$ cat config.mk
export PLATFORM = sky130hd
export DESIGN_NAME = enemy_wave_array
export DESIGN_NICKNAME = d
export VERILOG_FILES = /design/src/rtl/enemy_pkg.sv /design/src/rtl/enemy_wave_rom.sv /design/src/rtl/enemy_wave_array.sv
export SDC_FILE = /design/constraint.sdc
export NUM_CORES = 1
export LEC_CHECK = 0
export CAP_MARGIN = 20
export CORE_MARGIN = 1.5
export CORE_UTILIZATION = 50
export CTS_BUF_LIST = sky130_fd_sc_hd__clkbuf_16
export DETAILED_ROUTE_END_ITERATION = 12
export DONT_BUFFER_PORTS = 1
export PLACE_DENSITY = 0.71
export SYNTH_ARGS = -nofsm -noshare
export SYNTH_HDL_FRONTEND = slang
export SYNTH_SLANG_ARGS = --single-unit
export TNS_END_PERCENT = 10
$ cat constraint.sdc
create_clock -name clk -period 4.7 [get_ports clk]
set_clock_uncertainty 0.2 [all_clocks]
set_input_delay 1.41 -clock clk [delete_from_list [all_inputs] [get_ports clk]]
set_output_delay 1.41 -clock clk [all_outputs]
set_load 0.005 [all_outputs]
$ cat src/rtl/enemy_pkg.sv
// Shared enemy/player/bullet definitions: slot state encoding, play-field bounds and sprite constants.
package enemy_pkg;

    typedef enum logic [1:0] {
        IDLE   = 2'd0,
        ACTIVE = 2'd1,
        DYING  = 2'd2
    } slot_state_e;

    localparam logic [7:0]  TRANSP     = 8'hBB;
    localparam int unsigned BOUND_UP   = 31;
    localparam int unsigned BOUND_DOWN = 511;
    localparam int unsigned SPR        = 16;

endpackage

$ cat src/rtl/enemy_wave_rom.sv
// 16x16 enemy sprite ROM, 8-bit colour, one-cycle registered read; colour is {row, col}.
module enemy_wave_rom
    import enemy_pkg::*;
(
    input  logic       clk,
    input  logic [7:0] addr,
    output logic [7:0] data
);

    logic [7:0] data_d;
    logic [7:0] data_q;

    always_comb begin
        data_d = {addr[7:4], addr[3:0]};
    end

    always_ff @(posedge clk) begin
        data_q <= data_d;
    end

    assign data = data_q;

endmodule

$ cat src/rtl/enemy_wave_array.sv
// Wave of NUM_EN descending enemy slots: staggered spawn, per-slot IDLE/ACTIVE/DYING FSM,
// shared sprite ROM for drawing, collision and escape event pulses.
module enemy_wave_array
    import enemy_pkg::*;
#(
    parameter int unsigned NUM_EN     = 4,
    parameter int unsigned X_START    = 208,
    parameter int unsigned X_STEP     = 100,
    parameter int unsigned BOUND_UP   = enemy_pkg::BOUND_UP,
    parameter int unsigned BOUND_DOWN = enemy_pkg::BOUND_DOWN,
    parameter int unsigned SPR        = enemy_pkg::SPR,
    parameter logic [7:0]  TRANSP     = enemy_pkg::TRANSP,
    parameter int unsigned SPAWN_GAP  = 40,
    parameter int unsigned DIE_FRAMES = 8
) (
    input  logic              clk,
    input  logic              rst,
    input  logic              frame_start,
    input  logic              pause,
    input  logic              game_start_on,
    input  logic              game_over_on,
    input  logic [9:0]        x,
    input  logic [9:0]        y,
    input  logic              p_on,
    input  logic              hit_w_enemy,
    input  logic [23:0]       wave_speed,
    output logic [NUM_EN-1:0] active_mask,
    output logic              e_w_on,
    output logic [7:0]        rgb,
    output logic              kill_pulse,
    output logic              escape_pulse
);

    localparam int unsigned IDX_W = (NUM_EN > 1) ? $clog2(NUM_EN) : 1;
    localparam int unsigned GAP_W = (SPAWN_GAP > 1) ? $clog2(SPAWN_GAP) : 1;
    localparam int unsigned DIE_W = (DIE_FRAMES > 1) ? $clog2(DIE_FRAMES) : 1;

    function automatic int unsigned slot_x(input int unsigned i);
        return X_START + i * X_STEP;
    endfunction

    logic [23:0]      div_q, div_d;
    logic [GAP_W-1:0] gap_q, gap_d;
    slot_state_e      state_q [NUM_EN];
    slot_state_e      state_d [NUM_EN];
    logic [9:0]       y_q     [NUM_EN];
    logic [9:0]       y_d     [NUM_EN];
    logic [DIE_W-1:0] die_q   [NUM_EN];
    logic [DIE_W-1:0] die_d   [NUM_EN];
    logic             range_q, range_d;
    logic [IDX_W-1:0] idx_q, idx_d;
    logic             kill_q, kill_d;
    logic             esc_q, esc_d;

    logic             tick, move_en, spawn_en, collide;
    logic             free_any;
    logic [IDX_W-1:0] free_idx;
    logic [3:0]       row, col;
    logic [7:0]       rom_rgb;

    enemy_wave_rom u_rom (
        .clk  (clk),
        .addr ({row, col}),
        .data (rom_rgb)
    );

    // Draw: lowest-index ACTIVE slot covering (x,y) owns the pixel
    always_comb begin
        range_d = 1'b0;
        idx_d   = '0;
        row     = '0;
        col     = '0;
        for (int unsigned i = 0; i < NUM_EN; i++) begin
            if (!range_d && state_q[i] == ACTIVE
                && 32'(x) >= slot_x(i) && 32'(x) < slot_x(i) + SPR
                && 32'(y) >= 32'(y_q[i]) && 32'(y) < 32'(y_q[i]) + SPR) begin
                range_d = 1'b1;
                idx_d   = IDX_W'(i);
                col     = 4'(32'(x) - slot_x(i));
                row     = 4'(y - y_q[i]);
            end
        end
    end

    assign e_w_on = range_q && (rom_rgb != TRANSP);
    assign rgb    = range_q ? rom_rgb : '0;

    always_comb begin
        active_mask = '0;
        for (int unsigned i = 0; i < NUM_EN; i++) begin
            active_mask[i] = (state_q[i] == ACTIVE);
        end
    end

    always_comb begin
        tick     = (div_q == '0);
        move_en  = tick && !pause;
        spawn_en = move_en && !game_start_on && !game_over_on;
        collide  = e_w_on && (p_on || hit_w_enemy);

        div_d = div_q;
        if (!pause) begin
            div_d = (div_q >= wave_speed) ? '0 : div_q + 24'd1;
        end

        free_any = 1'b0;
        free_idx = '0;
        for (int unsigned i = 0; i < NUM_EN; i++) begin
            if (!free_any && state_q[i] == IDLE) begin
                free_any = 1'b1;
                free_idx = IDX_W'(i);
            end
        end

        gap_d = gap_q;
        if (spawn_en) begin
            if (gap_q == GAP_W'(SPAWN_GAP - 1)) begin
                gap_d = free_any ? '0 : gap_q;
            end else begin
                gap_d = gap_q + 1'b1;
            end
        end

        kill_d = 1'b0;
        esc_d  = 1'b0;
        for (int unsigned i = 0; i < NUM_EN; i++) begin
            state_d[i] = state_q[i];
            y_d[i]     = y_q[i];
            die_d[i]   = die_q[i];
            unique case (state_q[i])
                IDLE: begin
                    if (spawn_en && gap_q == GAP_W'(SPAWN_GAP - 1) && free_idx == IDX_W'(i)) begin
                        state_d[i] = ACTIVE;
                        y_d[i]     = 10'(BOUND_UP);
                    end
                end
                ACTIVE: begin
                    // Collision outranks escape, so a hit on the last line is only a kill
                    if (collide && idx_q == IDX_W'(i)) begin
                        state_d[i] = DYING;
                        die_d[i]   = '0;
                        kill_d     = 1'b1;
                    end else if (move_en) begin
                        if (y_q[i] >= 10'(BOUND_DOWN - 1)) begin
                            state_d[i] = IDLE;
                            y_d[i]     = 10'(BOUND_UP);
                            esc_d      = 1'b1;
                        end else begin
                            y_d[i] = y_q[i] + 10'd1;
                        end
                    end
                end
                DYING: begin
                    if (frame_start && !pause) begin
                        if (die_q[i] == DIE_W'(DIE_FRAMES - 1)) begin
                            state_d[i] = IDLE;
                            y_d[i]     = 10'(BOUND_UP);
                            die_d[i]   = '0;
                        end else begin
                            die_d[i] = die_q[i] + 1'b1;
                        end
                    end
                end
                default: begin
                    state_d[i] = IDLE;
                end
            endcase
        end
    end

    always_ff @(posedge clk or posedge rst) begin
        if (rst) begin
            div_q   <= '0;
            gap_q   <= '0;
            range_q <= 1'b0;
            idx_q   <= '0;
            kill_q  <= 1'b0;
            esc_q   <= 1'b0;
            for (int unsigned i = 0; i < NUM_EN; i++) begin
                state_q[i] <= IDLE;
                y_q[i]     <= 10'(BOUND_UP);
                die_q[i]   <= '0;
            end
        end else begin
            div_q   <= div_d;
            gap_q   <= gap_d;
            range_q <= range_d;
            idx_q   <= idx_d;
            kill_q  <= kill_d;
            esc_q   <= esc_d;
            for (int unsigned i = 0; i < NUM_EN; i++) begin
                state_q[i] <= state_d[i];
                y_q[i]     <= y_d[i];
                die_q[i]   <= die_d[i];
            end
        end
    end

    assign kill_pulse   = kill_q;
    assign escape_pulse = esc_q;

endmodule

# Yosys cells after proc, flatten, opt, wreduce, memory -nomap -nowiden
# Index checks and enable logic that the tools add are counted.
[totals]
elab_cells = 312
ff_bits = 103
input_bits = 52
[classes]
eq_ne = 53
n_addsub = 22
mux = 122
n_lt_le_gt_ge = 21
n_reduce_logical = 75
[ops]
columns = ["cell", "count"]
rows = [
  ["two-way mux 10 bit", 24],
  ["case mux 10 bit (3 select lines)", 4],
  [">= comparator 10 x 9 -> 1 bit, second input constant", 7],
  ["two-way mux 2 bit", 28],
  ["adder 10 x 5 -> 11 bit, second input constant", 4],
  ["< comparator 10 x 11 -> 1 bit", 4],
  ["adder 10 x 1 -> 10 bit, second input constant", 4],
  [">= comparator 10 bit", 4],
  ["logical AND 1 bit", 37],
  ["two-way mux 3 bit", 12],
  ["two-way mux 1 bit", 34],
  ["two-way mux 4 bit", 8],
  ["inequality test 2 bit, second input constant", 13],
  ["adder 24 x 1 -> 24 bit, second input constant", 1],
  [">= comparator 24 bit", 1],
  ["zero test 24 bit", 1],
  ["two-way mux 24 bit", 1],
  ["inequality test 2 x 1 -> 1 bit, second input constant", 12],
  ["inequality test 3 x 1 -> 1 bit, second input constant", 8],
  ["case mux 2 bit (3 select lines)", 4],
  ["case mux 3 bit (2 select lines)", 4],
  ["AND reduction 6 bit", 4],
  ["< comparator 10 x 9 -> 1 bit, second input constant", 2],
  ["AND reduction 5 bit", 4],
  ["23 further kinds", 68],
]

# Logic depth before layout (Yosys ltp)
# Gate-level depths: netlist of the first run.
[logic_depth]
ltp_word = 27
ltp_mapped = 12
mapped_depth_nobuf = 11

# Hierarchy
# A second synthesis of the first run with hierarchy kept.
[hier_totals]
cells_unflattened = 1004
hier_area_um2 = 8355.5
[by_module_without_submodules]
columns = ["module", "cells_per_inst", "seq_area_each_um2", "instances", "area_each_um2"]
rows = [
  ["enemy_wave_array", 996, 2402.3, 1, 8195.4],
  ["enemy_wave_rom", 8, 160.2, 1, 160.2],
]

# Worst setup path before layout of the first run
# OpenSTA, ideal clock, no wires.
[synth_path]
path_kind = "input-to-reg"
from = "input port y[0]"
to = "register u_rom.data_q[3] (netlist: u_rom.data[3])"
cell_stages = 10
setup_time_ns = 0.058
t_arrival_ns = 3.208
path_buffers = 0
setup_slack_ns = 1.234
path_cell_list = "inv_1 ha_1 fa_1 a21boi_0 o21ai_0 a31oi_1 nor3_1 nand2_1 mux2_2 nand2_1"
[synth_between]
elab_chain_len = 25
word_cells_on_any_way = 35
[synth_rtl]
columns = ["item", "line", "text"]
rows = [
  ["from (decl)", "enemy_wave_array.sv:23", "input logic [9:0] y,"],
  [">= comparator 10 bit", "enemy_wave_array.sv:76", "&& 32'(y) >= 32'(y_q[i]) && 32'(y) < 32'(y_q[i]) + SPR) begin"],
  ["logical AND 1 bit (2 in series)", "enemy_wave_array.sv:76", ""],
  ["two-way mux 1 bit", "enemy_wave_array.sv:74", "if (!range_d && state_q[i] == ACTIVE"],
  ["zero test 1 bit", "enemy_wave_array.sv:74", ""],
  ["logical AND 1 bit", "enemy_wave_array.sv:74", ""],
  ["logical AND 1 bit (2 in series)", "enemy_wave_array.sv:75", "&& 32'(x) >= slot_x(i) && 32'(x) < slot_x(i) + SPR"],
  ["logical AND 1 bit (2 in series)", "enemy_wave_array.sv:76", ""],
  ["two-way mux 1 bit", "enemy_wave_array.sv:74", ""],
  ["[... 4 more ...]", "-", ""],
  ["logical AND 1 bit (2 in series)", "enemy_wave_array.sv:76", ""],
  ["two-way mux 1 bit", "enemy_wave_array.sv:74", ""],
  ["zero test 1 bit", "enemy_wave_array.sv:74", ""],
  ["logical AND 1 bit", "enemy_wave_array.sv:74", ""],
  ["logical AND 1 bit (2 in series)", "enemy_wave_array.sv:75", ""],
  ["logical AND 1 bit (2 in series)", "enemy_wave_array.sv:76", ""],
  ["two-way mux 4 bit (*)", "enemy_wave_array.sv:74", ""],
  ["named net col[3]", "enemy_wave_array.sv:58", "logic [3:0] row, col;"],
  ["to (signal assigned)", "enemy_wave_rom.sv:18", "data_q <= data_d;"],
  ["to (decl)", "enemy_wave_rom.sv:11", "logic [7:0] data_q;"],
]
# Mark *: on every way through the listed nets, which the timed path passes. The rest lies on a longest branch.
# A chain may end at the register's enable or synchronous reset.

# Worst setup path in the final report of the first run
[layout_path]
from = "input port wave_speed[14]"
to = "register div_q[14]"
[layout_between]
elab_chain_len = 2
[layout_rtl]
columns = ["item", "line", "text"]
rows = [
  ["from (decl)", "enemy_wave_array.sv:26", "input logic [23:0] wave_speed,"],
  [">= comparator 24 bit", "enemy_wave_array.sv:103", "div_d = (div_q >= wave_speed) ? '0 : div_q + 24'd1;"],
  ["two-way mux 24 bit", "enemy_wave_array.sv:103", ""],
  ["to (signal assigned)", "enemy_wave_array.sv:185", "div_q <= div_d;"],
  ["to (decl)", "enemy_wave_array.sv:42", "logic [23:0] div_q, div_d;"],
]
# No other way between the ends.

==> flow_summary_export.csv, run 1 <==
group,metric,value,unit
final_layout,drive_gt1_share,5.13,%
sta,report.final.slew_viol_count,0,
clock_network,cts_buffer_depth,2,
place,io_buffers,0,
clock_network,cts-root-buf,"clkbuf_16",
sta,max_freq,284,MHz
final_layout,antennaDiodeCount,0,
logic_synthesis,yosysMostFrequentCell,"ha_1",
clock_network,post_cts_buffers,0,
critical_path,start_kind,"input pin",
critical_path,slowest_delay,0.54,ns
run_status,status,"completed",
critical_path,critPathArrivalTime,3.55,ns
place,place_hpwl,15800,µm
critical_path,crit_buf_inv,2,
critical_path,path_cells,"inv_1 > ha_1 > nand4_1 > nor2_1 > a22oi_1 > a2111o_1 > a21oi_1 > buf_4 > nor2_1",
final_layout,finalNetCount,1161,
logic_synthesis,netlist_top_cells_area,"dfrtp_1 (23%), ha_1 (17%), dfstp_2 (6.3%)",
drt,route.vias.total,7074,
sta,finalCriticalPeriod,3.52,ns
logic_synthesis,synth.distinct_cells,74,
place,routabilityCongestion,0.869,
clock_network,clock_sinks,103,
die,die_area,0.0175,mm²
sta,fin_setup_tns,0,ns
global_routing,grt_max_degree,68,
logic_synthesis,yosys_most_used_dff,"dfrtp_1",
die,io_pins,67,
critical_path,endpoint_kind,"flip-flop",
drt,firstDrtPassIters,5,
logic_synthesis,synth.net_count,1169,
min_path,hold_class,"flip-flop to flip-flop",
die,coreArea,0.0165,mm²
logic_synthesis,yosys_warnings,0,
die,die_height,132,µm
critical_path,required,4.74,ns
sta,worst_pin_slew,0.838,ns
logic_synthesis,synth.avg_cell_area,8.36,µm²
critical_path,crit_type,"input pin to flip-flop",
power_and_ir_drop,power_density,227,mW/mm²
clock_network,cts_hold_buf,0,
logic_synthesis,synth_common_cells,"ha_1 (115), inv_1 (101), nor2_1 (94)",
power_and_ir_drop,p_leak,4.04,nW
place,post_dp_cell_area,0.00854,mm²
critical_path,worst-path-max-fanout,14,
global_routing,grt_pass1_vias,6645,
global_routing,grt_pass1_wl,33600,µm
logic_synthesis,netlist.area_leader.share,22.5,%
sta,maxSlewHeadroom,44.2,%
clock_network,ctsResizeCount,0,
sta,finalCritPeriodShare,74.8,%
logic_synthesis,ys_seq_area_share,30.7,%
logic_synthesis,ys_ff_latch,103,
logic_synthesis,post-synth-top-area-cell,"dfrtp_1",
die,die_w,132,µm
final_layout,fin_area,0.00884,mm²
critical_path,cp_slowest_cell,"a21oi_1",
logic_synthesis,async_flop_share,92.2,%
final_layout,area_growth,6.00,%
clock_network,clk-insertion-delay-late,0.36,ns
sta,rsz0062_at_grt,"no",
global_routing,grt-ovfl-total,0,
logic_synthesis,syn-instance-count,998,
drt,drtIter0Drc,412,
drt,ant_nets,0,
critical_path,cp_common_cell,"nor2_1",
drt,vias_per_cell,5.82,
clock_network,cts_buffers,9,
final_layout,fin_util,53.7,%
drt,wire_per_inst,16.9,µm
run,maxCapViolations,0,
sta,setup_viol,0,
logic_synthesis,synth_edf_count,0,
power_and_ir_drop,finalPower,2.01,mW
sta,finalHoldViolations,0,
logic_synthesis,synth_area,0.00834,mm²
drt,routed_wl,20500,µm
power_and_ir_drop,ir_drop,201,µV
die,initial_core_util,50.6,%
drt,drc,0,
clock_network,tritoncts,"done",
final_layout,fill_cells,1557,
die,row_count,47,
final_layout,multiInputGateArea,0.00528,mm²
clock_network,htreeDepth,3,
clock_network,path_clk_slew,0.06,ns
global_routing,grt_use_total,23.9,%
final_layout,seq_area,0.00256,mm²
global_routing,antenna_found_initial,0,
critical_path,critPathTopFamily,"compound AO/OA/AOI/OAI gates",
## final timing paths
path | start | end | slack, ns | depth (start not counted)
max in group asynchronous | rst | y_q[4]$_DFFE_PP1P_ | 2.62 | 2
worst max-delay path | wave_speed[14] | div_q[14]$_DFFE_PP0N_ | 1.18 | 9
worst min-delay path | die_q[0]$_DFFE_PP0P_ | die_q[0]$_DFFE_PP0P_ | 0.29 | 1
worst max register to register | y_q[14]$_DFFE_PP1P_ | u_rom.data[4]$_DFF_P_ | 1.24 | 9
worst min register to register | die_q[0]$_DFFE_PP0P_ | die_q[0]$_DFFE_PP0P_ | 0.29 | 1
min in group asynchronous | rst | y_q[26]$_DFFE_PP0P_ | 0.88 | 1
## cells by family after synthesis
| family | count (synthesis) | share of synthesized area [%] |
|---|---|---|
| mux | 3 | 0.390 |
| fa+ha+maj | 119 | 18.2 |
| compound gates | 242 | 18.4 |
| flops | 103 | 30.7 |
| buf+inv | 126 | 5.91 |
| simple gates | 359 | 21.5 |
| xor+xnor | 46 | 4.83 |
## worst register-to-register path, delay by kind of cell (launching register included)
family          cells  cell delay, ns
flops               1            0.60
xor+xnor            1            0.17
fa+ha+maj           2            0.56
compound gates      6            1.84
## cells in the final DEF, fill, tap and decap left out, drive strengths merged, types with 18 or more instances in the layout
cell and instances:
nor2 94, nand4 23, xnor2 26, xor2 20, nand3 46, inv 103
a21oi 58, dfrtp 75, dfstp 20, ha 115, nand2 81, o21ai 69
nor4 18
## metal layers
metal	GRT usage, %	wire, µm	vias up
met5	0	0	-
met4	6.98	444	0
met3	4.88	1030	26
met2	38.9	9500	182
met1	32.2	9540	3306
li1	-	-	3560
## power breakdown
group | leakage (nW) | internal, mW | switching, mW
registers | 1.29 | 0.921 | 0.0600
logic | 2.61 | 0.125 | 0.151
clock network | 0.144 | 0.409 | 0.345
total | 4.04 | 1.45 | 0.556
## stage by stage
step                      cells  hold slack, ns  setup WS [ns]
after floorplan             998           0.259          0.646
after global placement     1198           0.284          0.902
after detailed placement   1198           0.282          0.826
after CTS                  1214           0.293           1.19
after global routing       1215           0.318          0.940
final                      1215           0.292           1.18
## flip-flops by register name (all words and copies together), names as in the netlist
| register | count |
|---|---|
| kill_pulse | 1 |
| idx_q | 2 |
| y_q | 40 |
| escape_pulse | 1 |
| div_q | 24 |
| u_rom.data | 8 |
| gap_q | 6 |
| state_q | 8 |
| range_q | 1 |
| die_q | 12 |
## area by class of cell
cell class,count,area share [%]
Clock buffer,9,2.55
Clock inverter,7,0.750
Inverter,101,4.32
Multi-Input combinational cell,769,59.8
Sequential cell,103,29.0
Tap cell,220,3.11
Timing Repair Buffer,6,0.510
Power figures use the tool's default switching activity.
==> run 2, diff against run 1 <==
Settings changed: PLACE_DENSITY 0.71 to 0.74.
Clock period 4.7 ns to 2.9 ns, I/O delays scaled along.
==> flow_summary_export.csv, run 2 (same netlist as run 1, synthesis figures left out) <==
group,metric,value,unit
sta,finalCriticalPeriod,2.82,ns
sta,finalCritPeriodShare,97.3,%
sta,fin_setup_tns,0,ns
die,coreArea,0.0165,mm²
critical_path,endpoint_kind,"flip-flop",
clock_network,htreeDepth,3,
sta,worst_pin_slew,0.751,ns
final_layout,regMostFlops,"y_q",
drt,drtIter0Drc,638,
clock_network,cts_buffers,9,
drt,firstDrtPassIters,5,
die,io_pins,67,
drt,ant_nets,0,
critical_path,cp_slowest_cell,"dfstp_2",
critical_path,reg2regPathDepth,10,
critical_path,worst-path-max-fanout,7,
global_routing,antenna_found_initial,0,
global_routing,grt.met1_usage,33.7,%
sta,max_freq,354,MHz
critical_path,crit_type,"flip-flop to flip-flop",
global_routing,grt_max_degree,57,
clock_network,cts_hold_buf,0,
final_layout,drive_gt1_share,11.4,%
drt,vias_per_cell,5.90,
final_layout,antennaDiodeCount,0,
global_routing,grt_use_total,25.4,%
clock_network,clk-insertion-delay-late,0.36,ns
global_routing,grt-ovfl-total,0,
critical_path,startpoint,"y_q[4]$_DFFE_PP1P_",
run_status,status,"completed",
power_and_ir_drop,p_leak,4.32,nW
clock_network,tritoncts,"done",
critical_path,critPathTopFamily,"compound AO/OA/AOI/OAI gates",
sta,report.final.slew_viol_count,0,
final_layout,area_growth,11.9,%
sta,finalHoldViolations,0,
power_and_ir_drop,finalPower,3.37,mW
final_layout,mostFrequentLayoutCell,"ha_1",
drt,route.vias.total,7489,
critical_path,r2r_end,"u_rom.data[5]$_DFF_P_",
global_routing,met2_usage,42.2,%
die,die_height,132,µm
place,routabilityCongestion,0.891,
run,maxCapViolations,0,
critical_path,required,2.98,ns
drt,wire_per_inst,16.9,µm
global_routing,busiest_layer,"met2",
drt,routed_wl,21400,µm
clock_network,path_clk_slew,0.07,ns
critical_path,path_cells,"ha_2 > xnor2_1 > ha_1 > a211oi_2 > nand2b_1 > o21ai_1 > o2bb2ai_1 > nand4_1 > buf_4 > o221ai_1",
global_routing,grt_pass1_vias,7166,
sta,finalHoldWorstSlack,0.291,ns
power_and_ir_drop,power_density,361,mW/mm²
global_routing,grt_pass1_wl,35900,µm
place,dp_cells,1250,
critical_path,start_kind,"flip-flop",
drt,drc,0,
power_and_ir_drop,ir_drop,350,µV
critical_path,crit_buf_inv,1,
critical_path,path_depth,10,
place,place_hpwl,16600,µm
critical_path,r2r-start,"y_q[4]$_DFFE_PP1P_",
sta,setup_viol,0,
place,io_buffers,0,
critical_path,ff2ff_setup_slack,0.08,ns
clock_network,clock_sinks,103,
final_layout,finalNetCount,1215,
sta,maxSlewHeadroom,49.9,%
final_layout,largest_register_ffs,40,
critical_path,critPathArrivalTime,2.90,ns
sta,rsz0062_at_grt,"yes",
die,die_area,0.0175,mm²
clock_network,cts_buffer_depth,2,
min_path,hold_class,"flip-flop to flip-flop",
final_layout,top_regs,"y_q x40, div_q x24, die_q x12",
die,row_count,47,
critical_path,slowest_delay,0.58,ns
final_layout,mostFrequentLayoutCells,"ha_1 (113), inv_1 (101), nor2_1 (94)",
global_routing,grt_use_met3,4.19,%
critical_path,critPathCapture,"u_rom.data[5]$_DFF_P_",
die,die_w,132,µm
final_layout,finalNonFillerCells,1269,
clock_network,cts-root-buf,"clkbuf_16",
die,initial_core_util,50.6,%
## run 2: worst min-delay path by stage
| stage | start | end | slack [ns] | depth (start not counted) |
|---|---|---|---|---|
| floorplan | die_q[3]$_DFFE_PP0P_ | die_q[3]$_DFFE_PP0P_ | 0.26 | 1 |
| global placement | gap_q[4]$_DFFE_PP0P_ | gap_q[4]$_DFFE_PP0P_ | 0.28 | 1 |
| detailed placement | gap_q[4]$_DFFE_PP0P_ | gap_q[4]$_DFFE_PP0P_ | 0.28 | 1 |
| CTS | gap_q[4]$_DFFE_PP0P_ | gap_q[4]$_DFFE_PP0P_ | 0.30 | 1 |
| global route | gap_q[4]$_DFFE_PP0P_ | gap_q[4]$_DFFE_PP0P_ | 0.33 | 1 |
| finish | die_q[3]$_DFFE_PP0P_ | die_q[3]$_DFFE_PP0P_ | 0.29 | 1 |
## run 2: per-layer routing
layer	share of wire, %	vias to the layer above
li1	-	3675
met4	2.8	0
met5	0	-
met2	47	240
met1	44	3534
met3	5.6	40
## run 2: final cells by class
class | instances | area (µm²)
Clock buffer | 9 | 225
Clock inverter | 7 | 71.3
Fill cell | 1482 | 7130
Inverter | 101 | 383
Multi-Input combinational cell | 769 | 5350
Sequential cell | 103 | 2560
Tap cell | 220 | 275
Timing Repair Buffer | 60 | 463
## run 2: power by group
group          switching [mW]  total [mW]  internal [mW]
clock network           0.571        1.24          0.671
logic                   0.314       0.573          0.259
registers              0.0639        1.56           1.49
## run 2: worst reg2reg max path: cells and delay by family, from the launching register on
kind | cells | cell delay [ns]
fa+ha+maj | 2 | 0.49
xor+xnor | 1 | 0.13
compound gates | 4 | 0.70
flops | 1 | 0.58
buf+inv | 1 | 0.26
simple gates | 2 | 0.40
## run 2: stage by stage
| step | cell area [µm²] | setup slack (ns) | util (%) |
|---|---|---|---|
| floorplan | 8340 | -0.0510 | - |
| global placement | 8940 | -0.0683 | 54.3 |
| detailed placement | 8940 | -0.178 | 54.3 |
| CTS | 9260 | 0.00424 | 56.2 |
| global route | 9330 | -0.0492 | 56.7 |
| finish | 9330 | 0.0784 | 56.7 |
## run 2: repair_timing
action,CTS,global route
pin swaps,0,5
endpoints found under the setup margin,7,18
buffers inserted,0,3
resized for setup,4,13
==> run 3, diff against run 2 <==
Settings changed: PLACE_DENSITY 0.74 to 0.71.
Clock period 2.9 ns to 2.7 ns, I/O delays scaled along.
==> flow_summary_export.csv, run 3 (same netlist as run 1, synthesis figures left out) <==
group,metric,value,unit
final_layout,largest_register_ffs,40,
drt,route.vias.total,7735,
critical_path,worst-path-max-fanout,5,
clock_network,cts_buffers,9,
sta,finalWorstSetupSlack,-0.107,ns
sta,finalHoldViolations,0,
run,maxCapViolations,0,
sta,worst_pin_slew,0.610,ns
final_layout,drive_gt1_share,17.7,%
final_layout,fin_area,0.0100,mm²
critical_path,critPathArrivalTime,2.88,ns
clock_network,cts_buffer_depth,2,
power_and_ir_drop,finalPower,3.80,mW
sta,maxSlewHeadroom,59.3,%
place,dp_cells,1308,
die,row_count,47,
global_routing,grt_pass1_vias,7500,
place,place_ws,-0.300,ns
power_and_ir_drop,power_density,380,mW/mm²
place,io_buffers,0,
final_layout,fin_util,60.8,%
final_layout,area_growth,20.1,%
drt,ant_nets,0,
die,die_area,0.0175,mm²
drt,routed_wl,22600,µm
critical_path,cp_common_cell,"ha_4",
global_routing,grt-ovfl-total,0,
final_layout,finalNetCount,1276,
power_and_ir_drop,p_leak,4.68,nW
final_layout,multiInputGateArea,0.00550,mm²
sta,max_freq,356,MHz
min_path,hold_class,"input pin to asynchronous set/reset pin",
place,post_dp_cell_area,0.00942,mm²
clock_network,tritoncts,"done",
place,routabilityCongestion,0.879,
final_layout,seq_area,0.00256,mm²
die,initial_core_util,50.6,%
global_routing,grt_pass1_wl,36900,µm
clock_network,clock_sinks,103,
die,io_pins,67,
global_routing,grt_use_total,26.5,%
die,coreArea,0.0165,mm²
clock_network,clk-insertion-delay-late,0.36,ns
drt,vias_per_cell,5.81,
place,place_hpwl,17400,µm
critical_path,slowest_delay,0.56,ns
final_layout,mostFrequentLayoutCell,"buf_4",
critical_path,critPathTopFamily,"compound AO/OA/AOI/OAI gates",
drt,wire_per_inst,17.0,µm
critical_path,r2r-start,"y_q[14]$_DFFE_PP1P_",
critical_path,crit_type,"flip-flop to flip-flop",
run_status,status,"finished, violations left",
sta,finalCriticalPeriod,2.81,ns
sta,setup_viol,6,
critical_path,cp_slowest_cell,"dfstp_2",
critical_path,endpoint_kind,"flip-flop",
final_layout,fill_cells,1447,
critical_path,path_cells,"ha_4 > xnor2_4 > ha_4 > a2111oi_4 > o21ai_1 > a2111oi_2 > o2111ai_2 > buf_6 > o22a_1 > o221ai_2",
global_routing,antenna_found_initial,0,
drt,drtIter0Drc,575,
die,die_w,132,µm
final_layout,regMostFlops,"y_q",
sta,finalCritPeriodShare,104,%
clock_network,path_clk_slew,0.07,ns
run_status,failed_checks,"setup timing",
critical_path,start_kind,"flip-flop",
die,die_height,132,µm
power_and_ir_drop,ir_drop,366,µV
final_layout,top_regs,"y_q x40, div_q x24, die_q x12",
sta,rsz0062_at_grt,"yes",
final_layout,finalNonFillerCells,1331,
final_layout,mostFrequentLayoutCells,"buf_4 (113), ha_1 (111), inv_1 (100)",
critical_path,startpoint,"y_q[14]$_DFFE_PP1P_",
critical_path,crit_buf_inv,1,
clock_network,cts_hold_buf,0,
critical_path,required,2.78,ns
clock_network,cts-root-buf,"clkbuf_16",
drt,firstDrtPassIters,5,
drt,drc,0,
global_routing,grt_max_degree,50,
sta,report.final.slew_viol_count,0,
clock_network,htreeDepth,3,
[run 3: cell type report]
| type | instances | area share [%] |
|---|---|---|
| multi-input cells | 769 | 54.9 |
| well taps | 220 | 2.75 |
| clock buffers | 9 | 2.25 |
| repair buffers | 121 | 9.66 |
| clock inverters | 7 | 1.04 |
| diodes | 1 | 0.0250 |
| inverters | 101 | 3.82 |
| flip-flops and latches | 103 | 25.6 |
[run 3: per-stage QoR]
step	setup TNS, ns	hold slack [ns]
2_1_floorplan	-2.85	0.259
3_3_place_gp	-4.93	0.280
3_5_place_dp	-6.63	0.293
4_1_cts	-0.978	0.206
5_1_grt	-1.68	0.222
6_report	-0.485	0.190
[run 3: routing by layer]
layer	routed length, µm	part of all wire (%)	vias to the layer above	global-route usage (%)
met5	0	0	-	0
met2	10400	46	227	43.0
met3	1170	5.2	57	4.96
met4	899	4.0	0	11.7
li1	-	-	3808	-
met1	10100	45	3643	34.5
[run 3: repair_timing]
action / 4_1_cts / 5_1_grt
pin swaps: 11 / 13
resized for setup: 19 / 27
setup buffers: 0 / 5
setup endpoints to repair: 11 / 23
cloned: 1 / 0
[run 3: path summary, 6_finish.rpt]
path / end / slack, ns / cells after the start
worst min register to register: die_q[3]$_DFFE_PP0P_ / 0.30 / 1
min in group clk: die_q[3]$_DFFE_PP0P_ / 0.30 / 1
worst max-delay path: u_rom.data[6]$_DFF_P_ / -0.11 / 10
max in group asynchronous: state_q[2]$_DFFE_PP0P_ / 1.47 / 2
worst max register to register: u_rom.data[6]$_DFF_P_ / -0.11 / 10
worst min-delay path: y_q[28]$_DFFE_PP0P_ / 0.19 / 1
[run 3: power by group]
part | internal (mW) | switching (mW) | leakage (nW) | total, mW
logic | 0.317 | 0.349 | 3.24 | 0.667
registers | 1.60 | 0.0683 | 1.29 | 1.67
clock network | 0.826 | 0.638 | 0.159 | 1.46
total | 2.75 | 1.06 | 4.68 | 3.80
[run 3: worst reg2reg max path, stage by stage, from the launching register on]
cell,delay (ns)
dfstp_2,0.56
ha_4,0.17
xnor2_4,0.13
ha_4,0.23
a2111oi_4,0.27
o21ai_1,0.12
a2111oi_2,0.40
o2111ai_2,0.18
buf_6,0.18
o22a_1,0.22
o221ai_2,0.07
